[src/rtl/seg7_pkg.sv]
// Shared seven-segment constants and reader FSM state type.
// Segment bit order is {a,b,c,d,e,f,g}, i.e. bit6=a ... bit0=g.
package seg7_pkg;

  localparam logic [6:0] SEG_0     = 7'h7E;
  localparam logic [6:0] SEG_1     = 7'h30;
  localparam logic [6:0] SEG_2     = 7'h6D;
  localparam logic [6:0] SEG_3     = 7'h79;
  localparam logic [6:0] SEG_4     = 7'h33;
  localparam logic [6:0] SEG_5     = 7'h5B;
  localparam logic [6:0] SEG_6     = 7'h5F;
  localparam logic [6:0] SEG_7     = 7'h70;
  localparam logic [6:0] SEG_8     = 7'h7F;
  localparam logic [6:0] SEG_9     = 7'h7B;
  localparam logic [6:0] SEG_BLANK = 7'h00;

  localparam logic [3:0] BCD_BLANK = 4'hF;
  localparam logic [3:0] BCD_BAD   = 4'hE;

  typedef enum logic [1:0] {
    StSync    = 2'd0,
    StCollect = 2'd1,
    StHold    = 2'd2
  } rd_state_e;

endpackage

[src/rtl/seg7_to_bcd.sv]
// Combinational seven-segment pattern to BCD decoder; inverse of the BCD-to-7-segment
// encoder. Blank decodes to BCD_BLANK, anything unrecognised to BCD_BAD with illegal_o set.
module seg7_to_bcd
  import seg7_pkg::*;
(
  input  logic [6:0] seg_i,
  output logic [3:0] bcd_o,
  output logic       illegal_o
);

  always_comb begin
    bcd_o     = BCD_BAD;
    illegal_o = 1'b0;
    case (seg_i)
      SEG_0:     bcd_o = 4'd0;
      SEG_1:     bcd_o = 4'd1;
      SEG_2:     bcd_o = 4'd2;
      SEG_3:     bcd_o = 4'd3;
      SEG_4:     bcd_o = 4'd4;
      SEG_5:     bcd_o = 4'd5;
      SEG_6:     bcd_o = 4'd6;
      SEG_7:     bcd_o = 4'd7;
      SEG_8:     bcd_o = 4'd8;
      SEG_9:     bcd_o = 4'd9;
      SEG_BLANK: bcd_o = BCD_BLANK;
      default: begin
        bcd_o     = BCD_BAD;
        illegal_o = 1'b1;
      end
    endcase
  end

endmodule

[src/rtl/seg7_reader.sv]
// Reads a multiplexed seven-segment display: synchronizes and debounces the strobes,
// assembles one digit per stable dwell into a frame, and hands frames out valid/ready.
module seg7_reader
  import seg7_pkg::*;
#(
  parameter int unsigned NUM_DIGITS    = 4,
  parameter int unsigned STABLE_CYCLES = 4
) (
  input  logic                    clk,
  input  logic                    reset,
  input  logic [6:0]              seg,
  input  logic [NUM_DIGITS-1:0]   dig_en,
  input  logic                    out_ready,
  input  logic                    ovr_clr,
  output logic [4*NUM_DIGITS-1:0] bcd,
  output logic                    out_valid,
  output logic                    frame_err,
  output logic                    overrun
);

  localparam int unsigned PW          = 7 + NUM_DIGITS;
  localparam int unsigned IW          = (NUM_DIGITS > 1) ? $clog2(NUM_DIGITS) : 1;
  localparam logic [7:0]  STABLE_LAST = 8'(STABLE_CYCLES - 1);
  localparam logic [7:0]  STABLE_MAX  = 8'(STABLE_CYCLES);

  logic [PW-1:0]           meta_q, meta_d, sync_q, sync_d, last_q, last_d;
  logic [7:0]              cnt_q, cnt_d;
  rd_state_e               state_q, state_d;
  logic [NUM_DIGITS-1:0]   mask_q, mask_d, err_q, err_d;
  logic [4*NUM_DIGITS-1:0] work_q, work_d, bcd_q, bcd_d;
  logic                    valid_q, valid_d, frame_err_q, frame_err_d, ovr_q, ovr_d;

  logic [NUM_DIGITS-1:0] sync_dig;
  logic [IW-1:0]         cap_idx;
  logic                  same, onehot, capture, cap0, hs, store, ovr_set;
  logic [3:0]            dec_bcd;
  logic                  dec_illegal;

  assign sync_dig = sync_q[NUM_DIGITS-1:0];
  assign same     = (sync_q == last_q);
  assign onehot   = (sync_dig != '0) && ((sync_dig & (sync_dig - 1'b1)) == '0);
  // Run length of the current synced pair is cnt_q+1; fire exactly when it reaches the target.
  assign capture  = same && (cnt_q == STABLE_LAST) && onehot;
  assign cap0     = capture && (cap_idx == '0);
  assign hs       = valid_q && out_ready;

  seg7_to_bcd u_dec (
    .seg_i     (sync_q[PW-1:NUM_DIGITS]),
    .bcd_o     (dec_bcd),
    .illegal_o (dec_illegal)
  );

  always_comb begin
    cap_idx = '0;
    for (int unsigned i = 0; i < NUM_DIGITS; i++) begin
      if (sync_dig[i]) cap_idx = IW'(i);
    end
  end

  always_comb begin
    meta_d = {seg, dig_en};
    sync_d = meta_q;
    last_d = sync_q;
    if (!same)                   cnt_d = 8'd1;
    else if (cnt_q < STABLE_MAX) cnt_d = cnt_q + 8'd1;
    else                         cnt_d = cnt_q;
  end

  always_comb begin
    state_d     = state_q;
    mask_d      = mask_q;
    err_d       = err_q;
    work_d      = work_q;
    bcd_d       = bcd_q;
    frame_err_d = frame_err_q;
    valid_d     = valid_q;
    ovr_d       = ovr_q;
    store       = 1'b0;
    ovr_set     = 1'b0;
    unique case (state_q)
      StSync: begin
        if (cap0) begin
          mask_d  = '0;
          err_d   = '0;
          store   = 1'b1;
          state_d = StCollect;
        end
      end
      StCollect: begin
        if (capture) begin
          if (!mask_q[cap_idx]) begin
            store = 1'b1;
          end else if (cap0) begin
            mask_d = '0;
            err_d  = '0;
            store  = 1'b1;
          end else begin
            mask_d  = '0;
            state_d = StSync;
          end
        end
      end
      StHold: begin
        if (hs) begin
          valid_d = 1'b0;
          mask_d  = '0;
          state_d = StSync;
        end else if (cap0) begin
          ovr_set = 1'b1;
        end
      end
      default: state_d = StSync;
    endcase

    if (store) begin
      mask_d[cap_idx]                 = 1'b1;
      err_d[cap_idx]                  = dec_illegal;
      work_d[4*int'(cap_idx) +: 4]    = dec_bcd;
    end
    // Also covers the single-digit case, where the digit-0 capture in StSync completes the frame.
    if (store && (&mask_d)) begin
      bcd_d       = work_d;
      frame_err_d = |err_d;
      valid_d     = 1'b1;
      state_d     = StHold;
    end

    if (ovr_set)      ovr_d = 1'b1;
    else if (ovr_clr) ovr_d = 1'b0;
  end

  always_ff @(posedge clk) begin
    if (reset) begin
      meta_q      <= '0;
      sync_q      <= '0;
      last_q      <= '0;
      cnt_q       <= '0;
      state_q     <= StSync;
      mask_q      <= '0;
      err_q       <= '0;
      work_q      <= '0;
      bcd_q       <= '0;
      frame_err_q <= 1'b0;
      valid_q     <= 1'b0;
      ovr_q       <= 1'b0;
    end else begin
      meta_q      <= meta_d;
      sync_q      <= sync_d;
      last_q      <= last_d;
      cnt_q       <= cnt_d;
      state_q     <= state_d;
      mask_q      <= mask_d;
      err_q       <= err_d;
      work_q      <= work_d;
      bcd_q       <= bcd_d;
      frame_err_q <= frame_err_d;
      valid_q     <= valid_d;
      ovr_q       <= ovr_d;
    end
  end

  assign bcd       = bcd_q;
  assign out_valid = valid_q;
  assign frame_err = frame_err_q;
  assign overrun   = ovr_q;

endmodule

[config.mk]
export PLATFORM = sky130hd
export DESIGN_NAME = seg7_reader
export DESIGN_NICKNAME = d
export VERILOG_FILES = /design/src/rtl/seg7_pkg.sv /design/src/rtl/seg7_to_bcd.sv /design/src/rtl/seg7_reader.sv
export SDC_FILE = /design/constraint.sdc
export NUM_CORES = 1
export LEC_CHECK = 0
export ABC_AREA = 0
export CORE_UTILIZATION = 50
export CTS_CLUSTER_DIAMETER = 30
export CTS_CLUSTER_SIZE = 30
export DETAILED_ROUTE_END_ITERATION = 12
export GPL_TIMING_DRIVEN = 1
export HOLD_SLACK_MARGIN = 0.02
export PLACE_DENSITY = 0.69
export SYNTH_ARGS = -nofsm -noshare
export SYNTH_HDL_FRONTEND = slang
export SYNTH_SLANG_ARGS = --single-unit
[constraint.sdc]
create_clock -name clk -period 7.8 [get_ports clk]
set_input_delay 2.34 -clock clk [delete_from_list [all_inputs] [get_ports clk]]
set_output_delay 2.34 -clock clk [all_outputs]
set_load 0.01 [all_outputs]
* Word level (Yosys, flattened, before mapping) *
Index checks and enable logic that the tools add are counted.

storage, ports and cells
  input bits = 15
  memory bits (read-only) = 0
  latch bits = 0
  output and inout port bits = 19
  memories = 0
  bits in writable memories = 0
  register bits after elaboration = 86

cells by class
  multipliers = 0
  reduce and logical (&&, ||, !) cells = 23
  mux-type cells = 43
  divide/modulo/power cells = 0
  add/sub/neg operators = 3
  order comparisons = 3
  bitwise gates (word level) = 3
  equality and inequality tests = 25
  shift-type cells = 2

operators by type and width
  operator                                                                      count
  7-bit equality test, second input constant                                    8
  4-bit one-hot mux with 11 select lines                                        1
  4-bit 2-to-1 mux                                                              9
  4-bit negation with 33-bit output                                             1
  4-bit by 33-bit variable shift with 16-bit output, first input constant       1
  4-bit by 33-bit variable part select with 16-bit output                       1
  16-bit bitwise mux                                                            1
  1-bit 2-to-1 mux                                                              16
  16-bit 2-to-1 mux                                                             1
  2-bit 2-to-1 mux                                                              8
  3-bit != test, second input constant                                          5
  7-bit by 6-bit equality test with 1-bit output, second input constant         2
  4-bit one-hot mux with 3 select lines                                         1
  11-bit equality test                                                          1
  11-bit OR reduction                                                           1
  2-bit != test, second input constant                                          5
  5-bit AND reduction                                                           2
  8-bit by 1-bit adder with 8-bit output, second input constant                 1
  8-bit by 2-bit equality test with 1-bit output, second input constant         1
  8-bit by 3-bit less-than comparator with 1-bit output, second input constant  1
  4-bit one-hot mux with 2 select lines                                         1
  1-bit logical AND                                                             7
  7-bit logical NOT                                                             1
  2-bit one-hot mux with 3 select lines                                         1
  21 further kinds                                                              25

* Depth between registers and ports, before layout *
  word-level depth = 15
  mapped depth = 12

* By module *
Synthesis repeated with hierarchy kept, for this count alone.

second synthesis, totals
  cells, all modules = 398
  area, all modules = 3,943.8 µm²

by module, submodules not included
  module       cells an instance  area each (µm²)  sequential area each (µm²)  times used
  seg7_reader  363                3,708.6          1,721.7                     1
  seg7_to_bcd  35                 235.2            0.0                         1

* Least setup slack after synthesis *
Ideal clock, no wire load.

  kind = input to register
  start point = input port out_ready
  end point = register bcd_q[1] (netlist: bcd[1])
  cell stages on the path = 6
  required time = 7.679 ns
  path slack = 4.005 ns
  buffers on the path = 1
  setup time = 0.121 ns
  data arrival time = 3.674 ns
  cells stage by stage = and3_1 > o211ai_1 > o21ai_1 > a21oi_1 > buf_2 > mux2_2

between the ends
  cells in the longest elaborated chain, start to end = 7

RTL lines
  what                                     RTL line            source
  from (decl)                              seg7_reader.sv:13   input logic out_ready,
  1-bit logical AND *                      seg7_reader.sv:45   assign hs = valid_q && out_ready;
  4-bit 2-to-1 mux *                       seg7_reader.sv:104  if (hs) begin
  4-bit one-hot mux with 3 select lines *  seg7_reader.sv:80   unique case (state_q)
  4-bit OR (no source line)                n/a
  4-bit 2-to-1 mux *                       seg7_reader.sv:115  if (store) begin
  4-bit AND reduction *                    seg7_reader.sv:121  if (store && (&mask_d)) begin
  1-bit logical AND *                      seg7_reader.sv:121
  to (signal assigned)                     seg7_reader.sv:142  bcd_q <= '0;
  to (signal assigned)                     seg7_reader.sv:155  bcd_q <= bcd_d;
  to (decl)                                seg7_reader.sv:30   logic [4*NUM_DIGITS-1:0] work_q, work_d, bcd_q, bcd_d;

Every way passes the cells marked *; elsewhere a longest branch is shown, timed or not.
A chain may end at the register's enable or synchronous reset.

* Final worst setup path *
Ends and elaborated chain as after synthesis.

==> flow_metrics.tcl <==
set metrics [dict create \
    global_route_wire_length_before_repair_mm 12.1 \
    synth_warnings 0 \
    final_layout_size_suffix_gt1_share_pct 9.55 \
    cts.sink_count 86 \
    rows 31 \
    critical_path_peak_fanout 20 \
    synth.net_count 420 \
    dp_hpwl_mm 4.75 \
    timing.final.hold_violations 0 \
    die-area_um2 7980 \
    clk_latency_ps 350 \
    detailroute.via_count 2796 \
    pwr_density_cell_nw_per_um2 187 \
    pin_count_of_the_biggest_net_entering_global_routing 80 \
    ctsResizeCount 0 \
    drv_cap 0 \
    postCtsSetupBuffers 0 \
    routed_wl_mm 7.22 \
    ys_seq_elements 86 \
    effective_utilization_at_floorplan_pct 52.0 \
    post_synth_inst_count 397 \
    boundaryPins 34 \
    nets 437 \
    via_count_of_the_first_global_routing_pass 2545 \
    grt.total_usage_pct 20.0 \
    cts_buffer_depth 2 \
    fin_worst_skew_ps 7.94 \
    die_w_um 89.3 \
    globalplace.congestion 0.870 \
    overflow 0 \
    critical_path_arrival_ps 4420 \
    cts_hold_repair.buffers 0 \
    synth-edff-count 0 \
    antenna_cells_inserted 0 \
    hold_path.class "reg -> reg" \
    layout_commonest_cell "dfxtp_1" \
    hold_slack_ps 439 \
    post_synth_num_cell_types 57 \
    finalMaxSlewViolations 0 \
    tightest_slew_ps 955 \
    cts_tree "done" \
    finalWorstPathRequiredPeriod_ps 4170 \
    drt-wirelength-per-cell_um 13.9 \
    area_delta_synth_final_pct 13.3 \
    detail_route.iter0.violations 108 \
    cts_made_buffers 9 \
    p_total_uw 808 \
    die_y_um 89.3 \
    vdd_drop_max_v 0.0000938 \
    rsz_0062_raised_after_global_routing "false" \
    final_core_util_pct 58.9 \
    synthFlopType "dfxtp_1" \
    power.static_leakage_uw 0.00168 \
    syn_avg_cell_area_um2 9.61 \
    number_of_buffers_inserted_by_port_buffering 33 \
    outcome "completed" \
    cts-htree-levels 3 \
    core_region_area_um2 7330 \
    synth.yosys.seq_area_share_pct 45.1 \
    fin_crit_sh_pct 53.5 \
    asyncSetResetFlopFracSynth_pct 0 \
    detailedRoute.firstPassIterationCount 4 \
    average_vias_per_placed_instance 5.40 \
    post_synth_instance_area_um2 3810 \
    max_freq_mhz 240 \
    cts_root_buffer "clkbuf_8" \
    clkSlewWorstSetupHoldPaths_ps 80 \
    layout_common_cells "dfxtp_1, nor2b_1, clkdlybuf4s50_1" \
    timing.setup.critical_path_class "in -> reg" \
    critPathCaptureType "register" \
    required_ps 8040 \
    setup_total_negative_slack_ps 0 \
    drc 0 \
    antenna_found_initial 0 \
    maxSlewHeadroom_pct 34.7 \
    antenna_violating_nets_post_route 0 \
    setup-violations-final 0 \
    crit_path_start_kind "input pin" \
]
## sequential cells by signal, summed over array words and instances, names as in the netlist
register,count
state_q,2
last_d,11
meta_q,11
out_valid,1
last_q,11
err_q,4
cnt_q,8
work_q,16
overrun,1
bcd,16
mask_q,4
frame_err,1
## report_power, final
group / leakage (uW) / internal [uW] / switching, uW
Combinational: 0.000894 / 24.9 / 37.5
Sequential: 0.000699 / 446 / 7.33
Clock: 0.0000848 / 134 / 159
## routing by layer
metal / global-route usage (%) / vias up / wire, um
met5: 0 / - / 0
met4: 8.80 / 0 / 129
li1: - / 1415 / -
met3: 3.60 / 10 / 301
met1: 27.4 / 1316 / 3570
met2: 30.7 / 55 / 3210
## Yosys cell counts, types with 3 or more instances
library cell,number,area share [%]
a211oi_1,3,0.59
a21oi_1,16,2.1
a31o_2,5,1.1
and3_1,11,1.8
buf_2,7,0.92
buf_6,4,1.2
clkbuf_1,16,1.6
dfxtp_1,86,45
ha_1,8,2.6
inv_1,10,0.98
mux2_1,9,2.7
mux2_2,6,1.8
mux2i_1,10,2.6
nand2_1,15,1.5
nand2b_1,3,0.49
nand3_1,15,2.0
nand4_1,4,0.66
nor2_1,27,2.7
nor2b_1,50,8.2
nor3_1,3,0.39
nor3b_1,6,1.2
nor4_1,11,1.8
nor4_2,3,0.98
nor4b_2,3,1.2
o21a_1,4,0.79
o21ai_0,5,0.66
or4_1,4,0.79
xor2_1,12,2.8
## metrics by stage
| step | worst slack [ps] | std cells | instance area, um^2 |
|---|---|---|---|
| CTS | 3640 | 518 | 4320 |
| global route | 3500 | 518 | 4320 |
| finish | 3630 | 518 | 4320 |
| floorplan | 4000 | 397 | 3810 |
| detailed placement | 3250 | 502 | 4130 |
| global placement | 3330 | 502 | 4130 |
## final timing paths
| check | start | to | slack, ps | cells after the start |
|---|---|---|---|---|
| max reg2reg | last_d[2] | bcd[8] | 4330 | 9 |
| min | meta_q[6] | last_d[6] | 440 | 1 |
| max | out_ready | bcd[1] | 3630 | 7 |
| min reg2reg | meta_q[6] | last_d[6] | 440 | 1 |
## final cells by class
class / instances / area (um^2)
clock buffers: 12 / 155
clock inverters: 4 / 31.3
fillers: 655 / 3010
inverters: 10 / 37.5
multi-input cells: 272 / 1910
flip-flops and latches: 86 / 1720
well taps: 99 / 124
repair buffers: 35 / 340
## cell families after synthesis
logic type	Yosys count	share of synthesized area (%)
DFF	86	45.1
adders and majority gates	8	2.62
buffers and inverters	39	4.86
xor gates and xnor gates	14	3.22
and+or+nand+nor	169	27.0
muxes	25	7.05
AOI/OAI and AO/OA	56	10.1
## critical path: stages
cell and delay [ps]:
clkdlybuf4s50_1 450, and3_1 190, o211ai_1 440, o21ai_1 170, a21oi_2 150, buf_4 290, mux2_2 370
(Power assumes the default switching activity.)
